`src/rtl/mips_pkg.sv`:
```
// rtl/mips_pkg.sv - shared MIPS encodings and HI/LO multiply/divide types
package mips_pkg;

    typedef enum logic [5:0] {
        OP_RTYPE = 6'b000000,
        OP_J     = 6'b000010,
        OP_BEQ   = 6'b000100,
        OP_ADDI  = 6'b001000,
        OP_LW    = 6'b100011,
        OP_SW    = 6'b101011
    } opcode_t;

    typedef enum logic [5:0] {
        F_SLL   = 6'b000000,
        F_MFHI  = 6'b010000,
        F_MTHI  = 6'b010001,
        F_MFLO  = 6'b010010,
        F_MTLO  = 6'b010011,
        F_MULT  = 6'b011000,
        F_MULTU = 6'b011001,
        F_DIV   = 6'b011010,
        F_DIVU  = 6'b011011,
        F_ADD   = 6'b100000,
        F_SUB   = 6'b100010,
        F_AND   = 6'b100100,
        F_OR    = 6'b100101,
        F_SLT   = 6'b101010
    } rtype_t;

    typedef enum logic [2:0] {
        MD_MULT  = 3'd0,
        MD_MULTU = 3'd1,
        MD_DIV   = 3'd2,
        MD_DIVU  = 3'd3,
        MD_MTHI  = 3'd4,
        MD_MTLO  = 3'd5
    } md_op_t;

    typedef enum logic [1:0] {
        IDLE = 2'd0,
        MUL  = 2'd1,
        DIV  = 2'd2,
        FIX  = 2'd3
    } md_state_t;

    function automatic logic is_long_op(input logic [2:0] op);
        return (op == MD_MULT) || (op == MD_MULTU) || (op == MD_DIV) || (op == MD_DIVU);
    endfunction

    function automatic logic is_signed_op(input logic [2:0] op);
        return (op == MD_MULT) || (op == MD_DIV);
    endfunction

endpackage

```
`src/rtl/hilo_div_step.sv`:
```
// rtl/hilo_div_step.sv - one restoring-division step over unsigned magnitudes
module hilo_div_step #(
    parameter int XLEN = 32
) (
    input  logic [XLEN-1:0] rem,
    input  logic [XLEN-1:0] quo,
    input  logic [XLEN:0]   divisor,
    output logic [XLEN-1:0] rem_next,
    output logic [XLEN-1:0] quo_next
);
    logic [XLEN:0] trial;
    logic          take;

    assign trial = {rem, quo[XLEN-1]};
    assign take  = (trial >= divisor);
    // The difference is always below the divisor, so the low XLEN bits are exact.
    assign rem_next = take ? (trial[XLEN-1:0] - divisor[XLEN-1:0]) : trial[XLEN-1:0];
    assign quo_next = {quo[XLEN-2:0], take};

endmodule

```
`src/rtl/hilo_muldiv_unit.sv`:
```
// rtl/hilo_muldiv_unit.sv - multi-cycle HI/LO multiply/divide unit with decoder stall
module hilo_muldiv_unit
    import mips_pkg::*;
#(
    parameter int XLEN = 32,
    parameter int ITER = 32
) (
    input  logic            clk,
    input  logic            Rst,
    input  logic            start,
    input  logic [2:0]      op,
    input  logic [XLEN-1:0] srcA,
    input  logic [XLEN-1:0] srcB,
    output logic            stall,
    output logic            busy,
    output logic            done,
    output logic [XLEN-1:0] hi,
    output logic [XLEN-1:0] lo
);
    localparam int CW = $clog2(ITER);
    localparam logic [CW-1:0] LAST = CW'(ITER - 1);

    md_state_t       state, state_next;
    logic [CW-1:0]   cnt;
    logic [XLEN:0]   mag_a, mag_b, abs_a, abs_b;
    logic [2*XLEN-1:0] acc;
    logic [XLEN-1:0] rem, rem_next, quo_next;
    logic [XLEN:0]   mul_sum;
    logic            neg_q, neg_rem_q, div_zero_q, div_q, sgn, long_op;

    assign sgn     = is_signed_op(op);
    assign long_op = is_long_op(op);
    // Magnitudes carry an extra bit so |0x80000000| is held without truncation.
    assign abs_a = (sgn && srcA[XLEN-1]) ? -{1'b1, srcA} : {1'b0, srcA};
    assign abs_b = (sgn && srcB[XLEN-1]) ? -{1'b1, srcB} : {1'b0, srcB};
    assign mul_sum = {1'b0, acc[2*XLEN-1:XLEN]} + (acc[0] ? mag_a : '0);

    assign busy  = (state != IDLE);
    assign stall = busy || (start && long_op && (state == IDLE));

    hilo_div_step #(.XLEN(XLEN)) u_div_step (
        .rem      (rem),
        .quo      (acc[XLEN-1:0]),
        .divisor  (mag_b),
        .rem_next (rem_next),
        .quo_next (quo_next)
    );

    always_ff @(posedge clk) begin
        if (Rst) state <= IDLE;
        else     state <= state_next;
    end

    always_comb begin
        state_next = state;
        unique case (state)
            IDLE: if (start && long_op)
                      state_next = ((op == MD_MULT) || (op == MD_MULTU)) ? MUL : DIV;
            MUL, DIV: if (cnt == LAST) state_next = FIX;
            FIX:  state_next = IDLE;
            default: state_next = IDLE;
        endcase
    end

    always_ff @(posedge clk) begin
        if (Rst) begin
            hi         <= '0;
            lo         <= '0;
            acc        <= '0;
            rem        <= '0;
            mag_a      <= '0;
            mag_b      <= '0;
            cnt        <= '0;
            done       <= 1'b0;
            neg_q      <= 1'b0;
            neg_rem_q  <= 1'b0;
            div_zero_q <= 1'b0;
            div_q      <= 1'b0;
        end else begin
            done <= 1'b0;
            unique case (state)
                IDLE: if (start) begin
                    if (op == MD_MTHI) begin
                        hi <= srcA;
                    end else if (op == MD_MTLO) begin
                        lo <= srcA;
                    end else if (long_op) begin
                        mag_a      <= abs_a;
                        mag_b      <= abs_b;
                        neg_q      <= sgn && (srcA[XLEN-1] ^ srcB[XLEN-1]);
                        neg_rem_q  <= sgn && srcA[XLEN-1];
                        div_zero_q <= (srcB == '0);
                        div_q      <= (op == MD_DIV) || (op == MD_DIVU);
                        // Multiply shifts the multiplier out of the low half; divide shifts the dividend.
                        acc <= ((op == MD_DIV) || (op == MD_DIVU)) ? {{XLEN{1'b0}}, abs_a[XLEN-1:0]}
                                                                   : {{XLEN{1'b0}}, abs_b[XLEN-1:0]};
                        rem <= '0;
                        cnt <= '0;
                    end
                end
                MUL: begin
                    acc <= {mul_sum, acc[XLEN-1:1]};
                    cnt <= cnt + CW'(1);
                end
                DIV: begin
                    acc[XLEN-1:0] <= quo_next;
                    rem           <= rem_next;
                    cnt           <= cnt + CW'(1);
                end
                FIX: begin
                    if (div_q) begin
                        hi <= neg_rem_q ? -rem : rem;
                        lo <= div_zero_q ? '1 : (neg_q ? -acc[XLEN-1:0] : acc[XLEN-1:0]);
                    end else begin
                        {hi, lo} <= neg_q ? -acc : acc;
                    end
                    cnt  <= '0;
                    done <= 1'b1;
                end
                default: ;
            endcase
        end
    end

endmodule
```
`config.mk`:
```
export PLATFORM = sky130hd
export DESIGN_NAME = hilo_muldiv_unit
export DESIGN_NICKNAME = d
export VERILOG_FILES = /design/src/rtl/mips_pkg.sv /design/src/rtl/hilo_div_step.sv /design/src/rtl/hilo_muldiv_unit.sv
export SDC_FILE = /design/constraint.sdc
export NUM_CORES = 1
export LEC_CHECK = 0
export CORE_UTILIZATION = 35
export DETAILED_ROUTE_END_ITERATION = 12
export PLACE_DENSITY = 0.58
export SETUP_SLACK_MARGIN = 0.1
export SYNTH_ARGS = -nofsm -noshare
export SYNTH_HDL_FRONTEND = slang
export SYNTH_SLANG_ARGS = --single-unit
export TNS_END_PERCENT = 10
```
`constraint.sdc`:
```
create_clock -name clk -period 3.9 [get_ports clk]
set_input_delay 0.78 -clock clk [delete_from_list [all_inputs] [get_ports clk]]
set_output_delay 0.78 -clock clk [all_outputs]
set_load 0.01 [all_outputs]
```
==> impl_metrics.tcl <==
set metrics [dict create \
    status "completed" \
    post_cts_buffers 0 \
    nFillCells 4788 \
    grt_pass1_vias 16663 \
    cp.required_ns 4.33 \
    stdcell_count 3031 \
    grt_max_degree 130 \
    die_area_um2 49700 \
    fmax_mhz 268 \
    wire_per_inst_um 22.4 \
    setup_violations 0 \
    initial_core_util_pct 35.6 \
    yosysSeqAreaShare_pct 27.9 \
    cp.arrival_ns 4.16 \
    placed_cells 2975 \
    max-slew-margin-rel_pct 33.6 \
    final_common_cell "nand2_1" \
    fin_crit_sh_pct 95.7 \
    min_path_type "flop to flop" \
    hold_buffers 0 \
    synthMuxAreaShare_pct 4.22 \
    clockBufferDepth 3 \
    synth_edf_count 0 \
    clk_pin_slew_worst_paths_ns 0.06 \
    synth-simple-area-share_pct 19.9 \
    whs_path_depth 2 \
    coreArea_um2 47900 \
    first_pass_iters 6 \
    ioPinCount 137 \
    multi_input_area_um2 11500 \
    synth_compound_area_share_pct 27.4 \
    antenna_found_initial 1 \
    ys_warn_count 0 \
    yosys.area.top_type "dfxtp_1" \
    fin_nets 2540 \
    placed_cell_area_um2 19700 \
    synth-adder-area-share_pct 5.80 \
    io_buffers 136 \
    die_h_um 223 \
    postSynthAreaPerCell_um2 7.57 \
    worst-r2r-setup-slack_ns 0.17 \
    end_kind "flop" \
    total_power_mw 9.91 \
    place_congestion 0.951 \
    drv_cap 0 \
    vdd_drop_max_mv 0.446 \
    dp_hpwl_um 52900 \
    syn_nets 2405 \
    cts_max_level 1 \
    cts.sinks 238 \
    critPathSlowestCell "or4_4" \
    tritoncts "yes" \
    max_stage_delay_ns 0.58 \
    criticalPathCategory "flop to flop" \
    worstPathMaxFanout 8 \
    cts-buffers-inserted 30 \
    gr-total-overflow 0 \
    netlist_top_cells_area "dfxtp_1 (28%), nand2_1 (5.8%), xnor2_1 (5.6%)" \
    final.setup.tns_ns 0 \
    ys_async_sr_fraction_pct 0 \
    chipWidth_um 223 \
    rows 80 \
    ant_nets 0 \
    syn_area_um2 17100 \
    drc 0 \
    final.setup_skew_ns 0.0255 \
    drive_gt1_share_pct 8.44 \
    drtIter0Drc 1432 \
    layout_common_cells "nand2_1 (265), dfxtp_1 (236), nor2_1 (194), o21ai_0 (183), a21oi_1 (172)" \
    total_leakage_power_nw 7.83 \
    clock_latency_ns 0.59 \
    wl_um 67800 \
    syn_to_final_growth_pct 21.3 \
    synth_top_family_by_area "compound AO/OA/AOI/OAI gates" \
    root_buffer "clkbuf_16" \
    hold_viol 0 \
    synth-xor-area-share_pct 9.79 \
    tightest_slew_ns 0.992 \
    cp-start-kind "flop" \
    synth_cell_type_count 72 \
    vias_per_cell 5.82 \
    report.final.slew_viol_count 0 \
    regArea_um2 4770 \
    reg2reg_depth 9 \
    fin_area_um2 20700 \
    min_period_ns 3.73 \
    synth_seq_cells 238 \
    vias 17634 \
    yosysTopAreaCellShare_pct 27.9 \
    grt_first_pass_wirelength_um 103000 \
    cts_resized 0 \
    critical_path.cell_chain "or4_4 -> or4_4 -> or3_1 -> or4_4 -> or2_1 -> or4_1 -> and3b_1 -> o311ai_1 -> a311oi_1" \
    antenna_cells 0 \
    synthCells 2257 \
    cp_common_cell "or4_4" \
    synthFlopType "dfxtp_1" \
    power_density_nw_per_um2 478 \
    rsz0062_at_grt "true" \
    grt_usage_pct 26.6 \
]
==> final timing paths <==
path,from,endpoint
setup / recovery,acc[22]$_SDFFE_PP0P_,hi[19]$_SDFFE_PP0P_
setup reg to reg,acc[22]$_SDFFE_PP0P_,hi[19]$_SDFFE_PP0P_
hold / removal,lo[31]$_SDFFE_PP0P_,lo[31]$_SDFFE_PP0P_
hold reg to reg,lo[31]$_SDFFE_PP0P_,lo[31]$_SDFFE_PP0P_
==> report_power, final <==
| group | total (mW) | switching, mW | internal [mW] |
|---|---|---|---|
| clock network | 3.01 | 1.18 | 1.83 |
| registers | 3.14 | 0.389 | 2.75 |
| logic | 3.76 | 2.34 | 1.43 |
| total | 9.91 | 3.91 | 6.00 |
==> critical path: cells and delay by family (launching register included) <==
kind,cells,cell delay [ns]
and+or+nand+nor,7,2.79
AOI/OAI and AO/OA,2,0.41
DFF,1,0.38
==> area by class of cell <==
| type | instances | area share (%) |
|---|---|---|
| clock inverter | 13 | 0.724 |
| multi-input combinational | 1792 | 55.5 |
| tap | 615 | 3.71 |
| sequential | 238 | 23.0 |
| clock buffer | 43 | 4.44 |
| timing repair buffer | 262 | 11.4 |
| inverter | 68 | 1.23 |
==> state kept, by name, summed over array words and instances, names as in the netlist <==
name / cells
acc: 64
cnt: 5
div_q: 1
div_zero_q: 1
done: 1
hi: 32
lo: 32
mag_a: 33
mag_b: 33
neg_q: 1
neg_rem_q: 1
rem: 32
state: 2
==> kinds of logic after synthesis <==
kind of cell,count (synthesis)
AO/OA/AOI/OAI,724
XOR/XNOR,191
adder cells (fa/ha/maj),78
buffers and inverters,227
flip-flops,238
multiplexers,72
AND/OR/NAND/NOR,727
==> through the flow <==
stage	util (%)	setup slack (ns)	hold slack, ns
CTS	43.2	0.134	0.457
finish	43.2	0.168	0.452
detailed placement	41.0	0.165	0.448
floorplan	-	0.270	0.430
global route	43.2	0.0191	0.472
global placement	41.0	0.163	0.440
==> routing by layer <==
layer | global-route usage (%) | vias to the layer above | wire length, um
met4 | 11.8 | 2 | 3020
met5 | 0 | - | 10
met1 | 35.7 | 8367 | 29900
li1 | - | 8486 | -
met2 | 43.0 | 659 | 30600
met3 | 2.90 | 120 | 4250
==> cells in the mapped netlist, types with 5 or more instances <==
master and number:
o21ai_0 183, o31ai_1 37, o221ai_1 35, clkbuf_1 151
nor3b_1 7, o311ai_0 6, a31oi_1 12, a22oi_1 33
nor2b_1 16, or3_1 20, a21o_1 23, nor2_1 196
or2_2 5, mux2i_1 71, nand2b_1 21, xnor2_1 110
a221o_1 9, inv_1 67, a21oi_1 173, nand4b_1 6
o211ai_1 19, and3_1 12, nor3_1 34, nor4_1 18
o21bai_1 6, or4_1 18, and2_1 35, o41ai_1 26
dfxtp_1 238, xor2_1 81, nand4_1 19, nand2_1 266
a211oi_1 104, o21a_1 14, nand3_1 38, ha_1 76
No activity file was read; power rests on OpenSTA's default activity.
